**src/rtl/button_event_queue.sv**
```systemverilog
// Debounced four-button press detector feeding a small event FIFO popped by CPU loads.
// Optional auto-repeat while a button is held: define BTN_AUTOREPEAT_EN.
module button_event_queue #(
  parameter int unsigned DEBOUNCE_CYCLES = 290000,
  parameter int unsigned FIFO_DEPTH      = 8,
  parameter int unsigned REPEAT_CYCLES   = 14500000
) (
  input  logic       clk,
  input  logic       reset,
  input  logic       BTNU,
  input  logic       BTNR,
  input  logic       BTND,
  input  logic       BTNL,
  input  logic       rd_en,
  output logic [2:0] button,
  output logic       empty,
  output logic       full,
  output logic       overflow
);

  localparam int unsigned NUM_BTN = 4;
  localparam int unsigned CNT_W   = $clog2(DEBOUNCE_CYCLES + 1);
  localparam int unsigned PTR_W   = $clog2(FIFO_DEPTH);
  localparam int unsigned COUNT_W = PTR_W + 1;

  if (FIFO_DEPTH < 2 || (FIFO_DEPTH & (FIFO_DEPTH - 1)) != 0 ||
      DEBOUNCE_CYCLES < 2 || REPEAT_CYCLES < 2) begin : g_param_check
    $error("button_event_queue: illegal parameter value");
  end

  logic [NUM_BTN-1:0] w_raw;
  logic [NUM_BTN-1:0] r_sync1;
  logic [NUM_BTN-1:0] r_sync2;
  logic [NUM_BTN-1:0] r_stable;
  logic [NUM_BTN-1:0] r_stable_d;
  logic [CNT_W-1:0]   r_cnt [NUM_BTN];
  logic [NUM_BTN-1:0] w_rise;
  logic [NUM_BTN-1:0] w_set;
  logic [NUM_BTN-1:0] r_pending;
  logic [NUM_BTN-1:0] w_grant;
  logic [2:0]         w_code;
  logic               w_collide;
  logic               r_overflow;

  logic [2:0]         r_mem [FIFO_DEPTH];
  logic [PTR_W-1:0]   r_head;
  logic [PTR_W-1:0]   r_tail;
  logic [COUNT_W-1:0] r_count;
  logic               w_empty;
  logic               w_full;
  logic               w_pop;
  logic               w_push;

  // Bit index doubles as priority: 0=U (highest) .. 3=L.
  assign w_raw = {BTNL, BTND, BTNR, BTNU};

  // Synchroniser and per-button debounce.
  always_ff @(posedge clk) begin
    if (!reset) begin
      r_sync1    <= '0;
      r_sync2    <= '0;
      r_stable   <= '0;
      r_stable_d <= '0;
      for (int i = 0; i < int'(NUM_BTN); i++) r_cnt[i] <= '0;
    end else begin
      r_sync1    <= w_raw;
      r_sync2    <= r_sync1;
      r_stable_d <= r_stable;
      for (int i = 0; i < int'(NUM_BTN); i++) begin
        if (r_sync2[i] != r_stable[i]) begin
          if (r_cnt[i] == CNT_W'(DEBOUNCE_CYCLES - 1)) begin
            r_stable[i] <= ~r_stable[i];
            r_cnt[i]    <= '0;
          end else begin
            r_cnt[i] <= r_cnt[i] + CNT_W'(1);
          end
        end else begin
          r_cnt[i] <= '0;
        end
      end
    end
  end

  assign w_rise = r_stable & ~r_stable_d;

`ifdef BTN_AUTOREPEAT_EN
  localparam int unsigned REP_W = $clog2(REPEAT_CYCLES);

  logic [REP_W-1:0]   r_rep_cnt [NUM_BTN];
  logic [NUM_BTN-1:0] w_rep_pulse;

  // Held button re-arms its pending bit every REPEAT_CYCLES after the press event.
  always_comb begin
    w_rep_pulse = '0;
    for (int i = 0; i < int'(NUM_BTN); i++) begin
      w_rep_pulse[i] = r_stable[i] & r_stable_d[i] &
                       (r_rep_cnt[i] == REP_W'(REPEAT_CYCLES - 1));
    end
  end

  always_ff @(posedge clk) begin
    if (!reset) begin
      for (int i = 0; i < int'(NUM_BTN); i++) r_rep_cnt[i] <= '0;
    end else begin
      for (int i = 0; i < int'(NUM_BTN); i++) begin
        if (r_stable[i] & r_stable_d[i]) begin
          r_rep_cnt[i] <= w_rep_pulse[i] ? '0 : r_rep_cnt[i] + REP_W'(1);
        end else begin
          r_rep_cnt[i] <= '0;
        end
      end
    end
  end

  assign w_set = w_rise | w_rep_pulse;
`else
  assign w_set = w_rise;
`endif

  assign w_empty = (r_count == '0);
  assign w_full  = (r_count == COUNT_W'(FIFO_DEPTH));
  assign w_pop   = rd_en & ~w_empty;
  // A pop in the same cycle frees the slot the push will use.
  assign w_push  = (|r_pending) & (~w_full | rd_en);

  // Fixed-priority pick of the lowest-index pending button.
  always_comb begin
    w_grant = '0;
    w_code  = 3'd0;
    for (int i = int'(NUM_BTN) - 1; i >= 0; i--) begin
      if (r_pending[i]) begin
        w_grant    = '0;
        w_grant[i] = w_push;
        w_code     = 3'(i + 1);
      end
    end
  end

  assign w_collide = |(w_set & r_pending & ~w_grant);

  always_ff @(posedge clk) begin
    if (!reset) begin
      r_pending  <= '0;
      r_overflow <= 1'b0;
    end else begin
      r_pending <= (r_pending & ~w_grant) | w_set;
      if (w_collide) r_overflow <= 1'b1;
    end
  end

  always_ff @(posedge clk) begin
    if (!reset) begin
      r_head  <= '0;
      r_tail  <= '0;
      r_count <= '0;
    end else begin
      if (w_push) r_tail <= r_tail + PTR_W'(1);
      if (w_pop)  r_head <= r_head + PTR_W'(1);
      case ({w_push, w_pop})
        2'b10:   r_count <= r_count + COUNT_W'(1);
        2'b01:   r_count <= r_count - COUNT_W'(1);
        default: r_count <= r_count;
      endcase
    end
  end

  // Storage needs no reset: an empty FIFO masks the head entry.
  always_ff @(posedge clk) begin
    if (w_push) r_mem[r_tail] <= w_code;
  end

  assign button   = w_empty ? 3'd0 : r_mem[r_head];
  assign empty    = w_empty;
  assign full     = w_full;
  assign overflow = r_overflow;

endmodule

```
**config.mk**
```make
export PLATFORM = sky130hd
export DESIGN_NAME = button_event_queue
export DESIGN_NICKNAME = d
export VERILOG_FILES = /design/src/rtl/button_event_queue.sv
export SDC_FILE = /design/constraint.sdc
export NUM_CORES = 1
export LEC_CHECK = 0
export BUFFER_PORTS_ARGS = -buffer_cell sky130_fd_sc_hd__buf_4
export CAP_MARGIN = 15
export CORE_UTILIZATION = 38
export CTS_CLUSTER_DIAMETER = 200
export CTS_CLUSTER_SIZE = 16
export DETAILED_ROUTE_END_ITERATION = 16
export PLACE_DENSITY = 0.56
export SKIP_CTS_REPAIR_TIMING = 1
export SLEW_MARGIN = 20
export SYNTH_ARGS = -nofsm -noshare
export SYNTH_HDL_FRONTEND = slang
export SYNTH_SLANG_ARGS = --single-unit
```
**constraint.sdc**
```tcl
create_clock -name clk -period 5.2 [get_ports clk]
set_clock_uncertainty 0.05 [all_clocks]
set_input_delay 0.78 -clock clk [delete_from_list [all_inputs] [get_ports clk]]
set_output_delay 0.78 -clock clk [all_outputs]
set_load 0.05 [all_outputs]
```
==> impl_metrics.tcl <==
set metrics [dict create \
    ys_ff_latch 134 \
    period_needed_ps 2960 \
    leakage_nw 2.67 \
    cts_tree "yes" \
    critPathArrivalTime_ps 3250 \
    portBuffers 12 \
    slew_headroom 0.367 \
    startpoint "r_count[1]" \
    hold_viol 0 \
    ir_drop_uv 276 \
    run_status "finished clean" \
    wl_met1_mm 5.54 \
    dr_wl_met2_mm 5.49 \
    end_kind "flop" \
    rr_worst_depth 9 \
    fin_tns_setup_ps 0 \
    crit_required_ps 5490 \
    synth_ff_type "edfxtp_1" \
    p_int_w 0.00216 \
    die_w_um 134 \
    drv_slew 0 \
    hpwl_mm 8.20 \
    io_pins 13 \
    route.vias.total 4452 \
    gp_congestion 0.760 \
    start_util 0.392 \
    rows 47 \
    numCtsBuffers 17 \
    p_switching_w 0.000513 \
    worstMarginPinSlew_ps 941 \
    cts_buffer_depth 2 \
    p_seq_frac 0.451 \
    avgSynthCellArea_um2 11.0 \
    power_density_nw_per_um2 340 \
    wl_met3_um 448 \
    cp_cell_sequence "nor4_1 -> nor2b_1 -> ha_1 -> xor2_1 -> ha_1 -> a21oi_1 -> xor2_1 -> or3_1 -> a21oi_1" \
    rsz0062_at_grt "false" \
    fill_cells 1580 \
    synth_most_common_cell "edfxtp_1" \
    critPathCapture "r_count[2]" \
    synth_area_um2 6580 \
    synth.area.top_cells "edfxtp_1 46%, dfxtp_1 10%, xnor2_1 5.9%" \
    r2r_setup_slack_ps 2240 \
    cp-start-kind "flop" \
    setup_ws_ps 2240 \
    cts-htree-levels 4 \
    cp_slowest_cell "nor4_1" \
    drc_errors 0 \
    r2r-end "r_count[2]" \
    grt_pass1_vias 4264 \
    synth_warnings 0 \
    area_delta_synth_final_pct 19.3 \
    combinationalPowerShare 0.024 \
    worstPathMaxFanout 8 \
    drt_first_pass_iters 4 \
    switching_share 0.192 \
    fin_nets 703 \
    clkPwrFrac 0.524 \
    grt_pass1_wl_mm 20.1 \
    hp-class "reg -> reg" \
    cpPeakStageDelay_ps 830 \
    clock-sinks 134 \
    syn_inst 598 \
    clkTransAtPathRegs_ps 60 \
    die_h_um 134 \
    dieArea_um2 17800 \
    routed_wl_mm 11.6 \
    period_share 0.569 \
    yosysSeqAreaShare 0.560 \
    clock-root-buffer "clkbuf_16" \
    wl_per_cell_um 12.7 \
    critical_path_class "reg -> reg" \
    antenna_found_initial 0 \
    finalSetupViolCount 0 \
    maxCapViolCount 0 \
    max_freq_mhz 338 \
    grt_max_degree 24 \
    ant_nets 0 \
    r2r-start "r_count[1]" \
    clock_latency_ps 420 \
    diodes 0 \
    synth_top_area_share 0.457 \
    drive_gt1_frac 0.0929 \
    synth_edf_count 100 \
    drt-initial-drc-count 298 \
    grt_overflow_total 0 \
    highest_layer "met4" \
    synth_commonest_cells "100 x edfxtp_1, 92 x nor2_1, 44 x xnor2_1" \
    yosys.area.top_type "edfxtp_1" \
    final_util 0.468 \
    place_ws_ps 2260 \
    yosysUniqueCellTypes 61 \
    core_um2 16800 \
    async_reset_ff_frac 0 \
    grt_usage 0.143 \
    viasPerCell 4.84 \
]
-- layout make-up --
| class | instances | area (um2) | share of cell area |
|---|---|---|---|
| clock inverters | 13 | 251 | 0.0320 |
| inverters | 25 | 93.8 | 0.0120 |
| well taps | 220 | 275 | 0.0351 |
| clock buffers | 19 | 443 | 0.0564 |
| flip-flops and latches | 134 | 3680 | 0.469 |
| repair buffers | 13 | 97.6 | 0.0124 |
| multi-input cells | 496 | 3000 | 0.383 |
-- power groups by stage --
stage,combinational (W),sequential [W],clock [W]
after floorplan,0.0000535,0.00122,0
after global placement,0.0000631,0.00123,0
after detailed placement,0.0000637,0.00123,0
after CTS,0.0000642,0.00121,0.00144
after global routing,0.0000752,0.00121,0.00148
final,0.0000647,0.00121,0.00140
-- metal layers --
layer | GRT usage | up-vias
met4 | 0.0663 | 0
met1 | 0.178 | 2091
li1 | - | 2295
met3 | 0.0419 | 12
met5 | 0 | -
met2 | 0.229 | 54
-- sequential cells by signal, summed over array words and instances, names as in the netlist, named ones only --
| register | count |
|---|---|
| r_tail | 3 |
| r_stable | 4 |
| r_stable_d | 4 |
| r_head | 3 |
| r_sync1 | 4 |
| r_sync2 | 4 |
| r_cnt | 76 |
| r_pending | 4 |
| r_count | 4 |
| overflow | 1 |
| r_mem | 24 |
-- worst min-delay path by stage --
stage | from | endpoint | slack (ps) | cells past startpoint
final | r_sync1[0] | r_sync2[0] | 380 | 1
after global routing | r_sync1[2] | r_sync2[2] | 420 | 1
after CTS | r_sync1[0] | r_sync2[0] | 380 | 1
after detailed placement | r_sync1[0] | r_sync2[0] | 370 | 1
after global placement | r_sync1[2] | r_sync2[2] | 370 | 1
after floorplan | r_sync1[0] | r_sync2[0] | 360 | 1
-- metrics by stage --
stage | power (W) | hold WS [ps] | instance area (um2) | cells
2_1_floorplan | 0.00127 | 362 | 6860 | 673
3_3_place_gp | 0.00129 | 365 | 7150 | 888
3_5_place_dp | 0.00129 | 370 | 7150 | 888
4_1_cts | 0.00271 | 384 | 7850 | 920
5_1_grt | 0.00277 | 417 | 7850 | 920
6_report | 0.00267 | 381 | 7850 | 920
-- placed cells by master, fill, tap and decap left out, types with 3 or more instances in the layout --
cell type / synthesis / routed
mux4_2: 6 / 6
nor3_1: 18 / 18
ha_1: 9 / 9
a21oi_1: 17 / 17
buf_4: 1 / 13
xor2_1: 21 / 21
o21ai_0: 15 / 15
nor4_1: 23 / 23
and2_1: 12 / 12
bufinv_16: 0 / 7
and4_1: 3 / 3
nor3b_1: 3 / 3
conb_1: 1 / 76
inv_1: 25 / 25
nand2b_1: 4 / 4
nand3_1: 25 / 25
nor4b_1: 5 / 5
xnor2_1: 44 / 44
mux2i_1: 10 / 10
nor2_1: 92 / 92
edfxtp_1: 100 / 100
or3_1: 8 / 8
dfxtp_1: 34 / 34
or2_2: 4 / 4
or4_1: 6 / 6
clkbuf_16: 0 / 17
and3_1: 4 / 4
o31ai_1: 4 / 4
nand4_1: 21 / 21
nand2_1: 33 / 33
-- critical path, delay by kind of cell, from the launching register on --
family | cells | cell delay (ps)
AND/OR/NAND/NOR | 3 | 1390
adder cells (fa/ha/maj) | 2 | 540
flip-flops | 1 | 370
AO/OA/AOI/OAI | 2 | 290
XOR/XNOR | 2 | 250
-- kinds of logic (layout without fill, tap and decap cells) --
| kind of cell | count (synthesis) | in the layout | share of synthesized area |
|---|---|---|---|
| mux | 16 | 16 | 0.0358 |
| buf+inv | 43 | 70 | 0.0261 |
| simple gates | 276 | 276 | 0.219 |
| fa+ha+maj | 9 | 9 | 0.0171 |
| flops | 134 | 134 | 0.560 |
| xor+xnor | 65 | 65 | 0.0866 |
| other cells | 1 | 76 | 0.000570 |
| compound gates | 54 | 54 | 0.0546 |
Power figures use the tool's default switching activity.
